===== src/rtl/draw_arbiter.sv =====
// rtl/draw_arbiter.sv - frame scheduler granting the VGA write port to map, HUD and sprite drawers
module draw_arbiter #(
  parameter logic [16:0] TIMEOUT = 17'd100000,
  parameter int          CW      = 6
) (
  input  logic          clock,
  input  logic          reset,
  input  logic          frame_tick,
  input  logic          map_req,
  input  logic          hud_req,
  input  logic          map_done,
  input  logic          hud_done,
  input  logic          spr_done,
  input  logic [8:0]    map_x,
  input  logic [8:0]    hud_x,
  input  logic [8:0]    spr_x,
  input  logic [7:0]    map_y,
  input  logic [7:0]    hud_y,
  input  logic [7:0]    spr_y,
  input  logic [CW-1:0] map_colour,
  input  logic [CW-1:0] hud_colour,
  input  logic [CW-1:0] spr_colour,
  input  logic          map_write,
  input  logic          hud_write,
  input  logic          spr_write,
  output logic          map_enable,
  output logic          hud_enable,
  output logic          spr_enable,
  output logic [8:0]    vga_x,
  output logic [7:0]    vga_y,
  output logic [CW-1:0] vga_colour,
  output logic          vga_write,
  output logic          busy,
  output logic          frame_done,
  output logic          overrun,
  output logic [2:0]    timeout_err
);

  typedef enum logic [2:0] {IDLE, MAP, HUD, SPR, FIN} state_t;

  state_t        state, nxt;
  logic          map_pend, hud_pend;
  logic [16:0]   cnt;
  logic          g_done, g_write, expired, phase_end, in_phase;
  logic [8:0]    g_x;
  logic [7:0]    g_y;
  logic [CW-1:0] g_colour;

  // Only the granted drawer is visible; stale done lines of other drawers are ignored.
  always_comb begin
    g_done   = 1'b0;
    g_write  = 1'b0;
    g_x      = '0;
    g_y      = '0;
    g_colour = '0;
    case (state)
      MAP: begin g_done = map_done; g_write = map_write; g_x = map_x; g_y = map_y; g_colour = map_colour; end
      HUD: begin g_done = hud_done; g_write = hud_write; g_x = hud_x; g_y = hud_y; g_colour = hud_colour; end
      SPR: begin g_done = spr_done; g_write = spr_write; g_x = spr_x; g_y = spr_y; g_colour = spr_colour; end
      default: ;
    endcase
  end

  assign in_phase   = (state == MAP) || (state == HUD) || (state == SPR);
  assign expired    = (cnt == TIMEOUT);
  assign phase_end  = g_done || expired;
  assign vga_x      = g_x;
  assign vga_y      = g_y;
  assign vga_colour = g_colour;
  assign vga_write  = g_write && !g_done;
  assign busy       = (state != IDLE);

  always_comb begin
    nxt = state;
    case (state)
      IDLE: if (frame_tick) nxt = map_pend ? MAP : (hud_pend ? HUD : SPR);
      MAP:  if (phase_end)  nxt = hud_pend ? HUD : SPR;
      HUD:  if (phase_end)  nxt = SPR;
      SPR:  if (phase_end)  nxt = FIN;
      FIN:  nxt = IDLE;
      default: nxt = IDLE;
    endcase
  end

  always_ff @(posedge clock or negedge reset) begin
    if (!reset) begin
      state       <= IDLE;
      map_enable  <= 1'b0;
      hud_enable  <= 1'b0;
      spr_enable  <= 1'b0;
      frame_done  <= 1'b0;
      overrun     <= 1'b0;
      timeout_err <= 3'b000;
      map_pend    <= 1'b1;
      hud_pend    <= 1'b1;
      cnt         <= '0;
    end else begin
      state      <= nxt;
      map_enable <= (nxt == MAP);
      hud_enable <= (nxt == HUD);
      spr_enable <= (nxt == SPR);
      frame_done <= (nxt == FIN);

      if (nxt != state)  cnt <= '0;
      else if (in_phase) cnt <= cnt + 17'd1;

      if (frame_tick && state != IDLE) overrun <= 1'b1;

      if (in_phase && expired && !g_done) begin
        case (state)
          MAP:     timeout_err[2] <= 1'b1;
          HUD:     timeout_err[1] <= 1'b1;
          default: timeout_err[0] <= 1'b1;
        endcase
      end

      // A request landing on the clearing cycle keeps the flag set.
      if (state == MAP && nxt != MAP) map_pend <= map_req;
      else if (map_req)               map_pend <= 1'b1;
      if (state == HUD && nxt != HUD) hud_pend <= hud_req;
      else if (hud_req)               hud_pend <= 1'b1;
    end
  end

endmodule

===== config.mk =====
export PLATFORM = sky130hd
export DESIGN_NAME = draw_arbiter
export DESIGN_NICKNAME = d
export VERILOG_FILES = /design/src/rtl/draw_arbiter.sv
export SDC_FILE = /design/constraint.sdc
export NUM_CORES = 1
export LEC_CHECK = 0
export ABC_AREA = 1
export ABC_CLOCK_PERIOD_IN_PS = 1700
export CORE_MARGIN = 3
export CORE_UTILIZATION = 40
export CTS_BUF_LIST = sky130_fd_sc_hd__clkbuf_8
export CTS_CLUSTER_DIAMETER = 150
export DETAILED_ROUTE_END_ITERATION = 8
export PLACE_DENSITY = 0.83
export SLEW_MARGIN = 30
export SYNTH_ARGS = -nofsm -noshare
export SYNTH_HDL_FRONTEND = slang
export SYNTH_SLANG_ARGS = --single-unit

===== constraint.sdc =====
create_clock -name clock -period 1.7 [get_ports clock]
set_input_delay 0.34 -clock clock [delete_from_list [all_inputs] [get_ports clock]]
set_output_delay 0.34 -clock clock [all_outputs]
set_load 0.05 [all_outputs]

==> summary.txt <==
CTS
  • Number of sinks driven by the clock tree: 30
  • Clock Path Buffers: 2
  • Clock Latency Late Sink: 0.30 ns
  • Number of clock buffers inserted by TritonCTS: 5
  • Clock tree root driver cell: sky130_fd_sc_hd__clkbuf_8
  • Deepest level of the CTS H-tree: 2
  • Count of hold-fix buffers inserted at cts: 0
  • CTS tree: done
  • CTS clock-pin slew for the worst setup and hold paths: 0.08 ns

Outcome
  • Failing checks: setup timing
  • Result of the run: finished, violations left

Global routing
  • Number of global-route vias before repair: 2,888
  • First-pass GRT wire length: 13.70 mm
  • Initial antenna violation count: 0
  • Global route overflow: 0
  • Pin count of the biggest net entering global routing: 31
  • Global-route usage over all layers: 0.2943

Final layout
  • Number of fill cells in the layout: 163
  • Share of layout cells above drive strength 1: 0.3807
  • Area used by multi-input combinational logic: ~0.0015 mm²
  • Layout overhead on the synthesized area: 119.4%
  • Sequential standard cell area: 754.5 µm²
  • Final instance area: about 0.0045 mm²
  • Antenna Diode Count: 0
  • Number of nets in the layout: 538

Setup path
  • Worst endpoint data arrival time: about 2.4 ns
  • Crit path top cell by count: sky130_fd_sc_hd__nand2_1
  • Number of gates on the worst path with buffers counted: 10
  • Kind of cell adding the most delay to the critical path: simple AND/OR/NAND/NOR gates
  • Worst reg2reg setup slack: -0.42 ns
  • Master of the slowest instance on the critical path: sky130_fd_sc_hd__dfrtp_1
  • Worst-path maximum fanout: 3
  • Critical path class: reg2reg
  • Endpoint of the lowest-slack register-to-register path: cnt[16]
  • Slowest stage delay, CP: between 0.3 and 0.4 ns
  • Number of buffer and inverter instances along the worst setup path: 1
  • Critical path required time: 1.94 ns
  • Worst Setup End Kind: register
  • R2R cell count: 10
  • Startpoint type of the worst setup path: register
  • CP Cell Sequence: buf_4 -> ha_1 -> nand3_1 -> nor3_1 -> nand2_1 -> nor2_1 -> nand3_1 -> nand2_1 -> nand2_1 -> nor2_4
  • Reg-to-reg startpoint: cnt[0]

Logic synthesis
  • Cell count after synthesis: 300
  • Number of enable-type register cells in the synthesized netlist: 0
  • Area fraction of the dominant cell type after synthesis: 0.3448
  • Yosys top cell by area: sky130_fd_sc_hd__dfrtp_1
  • Post-synthesis net count: 382
  • Synth unique cells: 29
  • Main synth FF type: sky130_fd_sc_hd__dfrtp_1
  • Synthesized cell area: approximately 0.0020 mm²
  • Share of synthesized area occupied by flip-flops and latches: 0.3707
  • Mean instance size in the synthesized netlist: 6.773 µm²
  • Flop and latch count out of synthesis: 30
  • Cells taking the most area after synthesis: sky130_fd_sc_hd__dfrtp_1, sky130_fd_sc_hd__nand2_1, sky130_fd_sc_hd__nand3_1
  • FFs w/ async S/R, synth: 1.000
  • Synth Warn #: 0

Placement
  • Post-placement setup slack: -0.1579 ns
  • Sum of net half-perimeters after detailed placement: approximately 5.5 mm
  • Placed instance area: 0.003717 mm²
  • IO buf count: 112
  • Placer congestion estimate: just under 0.9

Die
  • Number of top-level design ports: 113
  • Row cnt: 25
  • Height of the die: just under 80 µm
  • Starting density of the core: 0.4218
  • Floorplan die area: 0.005971 mm²
  • Die W: ~77 µm
  • Area of the core region: 0.004817 mm²

Timing
  • Fraction of the cycle the final worst path needs: 1.245
  • Setup repair after global routing missed its margin: yes
  • Largest clock skew in the final design: approximately 0.0084 ns
  • Worst hold margin: 0.4453 ns
  • Least-Margin Pin Slew: just over 0.6 ns
  • Final Max Slew Viols: 0
  • Setup-failing EPs final: 54
  • Post-layout worst setup margin: -0.4158 ns
  • Worst max-slew margin expressed relative to the limit: 0.5857
  • Fin. Hold Viols: 0
  • Highest clock frequency the design can meet: 472.6 MHz
  • Minimum clock period after layout: 2.116 ns
  • Final sum of negative setup slack: -13.10 ns

Routing
  • DRC marker count from the first detailed-route iteration: 410
  • Post-DR wirelength/cell: 25.18 µm
  • Routed Antenna Nets: 0
  • Count of unresolved DRC violations after routing: 0
  • Average vias per placed instance: 6.198
  • Number of detailed-routing iterations run before antenna repair: 8
  • Total via count after detailed routing: 3,248
  • Total Wirelength: 13.20 mm

Power
  • Total power density per cell area: 2055 mW/mm²
  • P_leak: approximately 0.002 µW
  • Peak ir drop on the vdd network: roughly 1.9 mV
  • Design Power: 9163 µW

Worst hold path
  • Class of the worst hold path: in2async

Job
  • Max-cap violations: 0
## layout by cell type, fill, tap and decap left out, types with 2 or more instances in the layout
cell	synthesis	final
sky130_fd_sc_hd__nor2_2	9	8
sky130_fd_sc_hd__buf_16	0	2
sky130_fd_sc_hd__nand2_2	1	9
sky130_fd_sc_hd__nor3_1	4	3
sky130_fd_sc_hd__xnor2_1	2	2
sky130_fd_sc_hd__clkdlybuf4s50_1	0	79
sky130_fd_sc_hd__nand2_1	109	101
sky130_fd_sc_hd__nor2_1	33	18
sky130_fd_sc_hd__buf_6	1	8
sky130_fd_sc_hd__inv_4	0	2
sky130_fd_sc_hd__o21ai_0	3	3
sky130_fd_sc_hd__a21oi_4	0	3
sky130_fd_sc_hd__clkbuf_16	0	3
sky130_fd_sc_hd__clkbuf_8	0	6
sky130_fd_sc_hd__buf_12	0	29
sky130_fd_sc_hd__a21o_1	4	4
sky130_fd_sc_hd__nand3_4	0	5
sky130_fd_sc_hd__nand4_1	6	6
sky130_fd_sc_hd__dfrtp_1	28	27
sky130_fd_sc_hd__inv_1	24	18
sky130_fd_sc_hd__inv_2	5	7
sky130_fd_sc_hd__nor2_4	3	19
sky130_fd_sc_hd__xor2_1	9	9
sky130_fd_sc_hd__nand3_2	2	24
sky130_fd_sc_hd__nand3_1	37	10
sky130_fd_sc_hd__dfstp_2	2	2
sky130_fd_sc_hd__buf_4	0	34
## stage by stage
step | util | instances
after floorplan | - | 300
after detailed placement | 0.7717 | 489
after global routing | 0.9255 | 524
final | 0.9255 | 524
after global placement | 0.7717 | 489
after CTS | 0.8387 | 509
## synthesized netlist by cell type, types with 3 or more instances
cell type	count
sky130_fd_sc_hd__nand2_1	109
sky130_fd_sc_hd__nand3_1	37
sky130_fd_sc_hd__nor2_1	33
sky130_fd_sc_hd__dfrtp_1	28
sky130_fd_sc_hd__inv_1	24
sky130_fd_sc_hd__nor2_2	9
sky130_fd_sc_hd__xor2_1	9
sky130_fd_sc_hd__clkbuf_1	6
sky130_fd_sc_hd__nand4_1	6
sky130_fd_sc_hd__inv_2	5
sky130_fd_sc_hd__a21o_1	4
sky130_fd_sc_hd__nor3_1	4
sky130_fd_sc_hd__nor2_4	3
sky130_fd_sc_hd__o21ai_0	3
## layout make-up
cell class,count,share of cell area
Timing Repair Buffer,156,0.4176
Sequential cell,30,0.1692
Inverter,29,0.02835
Tap cell,67,0.01880
Clock inverter,2,0.002807
Clock buffer,6,0.01852
Multi-Input combinational cell,234,0.3447
## logic make-up after synthesis
family | share of synthesized area
fa+ha+maj | 0.01231
xor+xnor | 0.04742
buf+inv | 0.07020
compound gates | 0.04619
flops | 0.3707
simple gates | 0.4532
## routing by layer
| metal | track usage | vias up | wire length, µm |
|---|---|---|---|
| met4 | 0.1423 | 0 | 1329 |
| met3 | 0.07394 | 127 | 1225 |
| met5 | 0 | - | 0 |
| met2 | 0.5475 | 339 | 6374 |
| met1 | 0.3034 | 1518 | 4265 |
| li1 | - | 1264 | - |
## where the power goes
group	total (µW)	switching, µW	internal [µW]	leakage, µW
Sequential	958	124	834	0.000391
Combinational	7540	4250	3280	0.00160
Clock	667	341	326	0.0000472
Total	9160	4720	4440	0.00204
## flip-flops by register name (all words and copies together), names as in the netlist
signal       flops
state            3
spr_enable       1
hud_pend         1
timeout_err      3
map_pend         1
hud_enable       1
map_enable       1
cnt             17
overrun          1
frame_done       1
## worst max-delay path by stage
stage | startpoint | to | slack (ns)
CTS | state[2] | vga_write | -0.16
floorplan | state[1] | cnt[1] | -0.12
global route | cnt[0] | cnt[16] | -0.47
global placement | spr_done | vga_write | -0.12
detailed placement | map_done | vga_write | -0.16
finish | cnt[0] | cnt[16] | -0.42
## worst reg2reg max path: cells and delay by family (launching register included)
family,cells,cell delay (ns)
adder cells (fa/ha/maj),1,0.17
flip-flops,1,0.39
AND/OR/NAND/NOR,8,1.37
buffers and inverters,1,0.12
## what timing repair did
action,4_1_cts,5_1_grt
buffers inserted,10,12
gates resized for setup,26,64
gates cloned,2,3
setup endpoints to repair,41,51
pin swaps,2,16
Power figures use the tool's default switching activity.
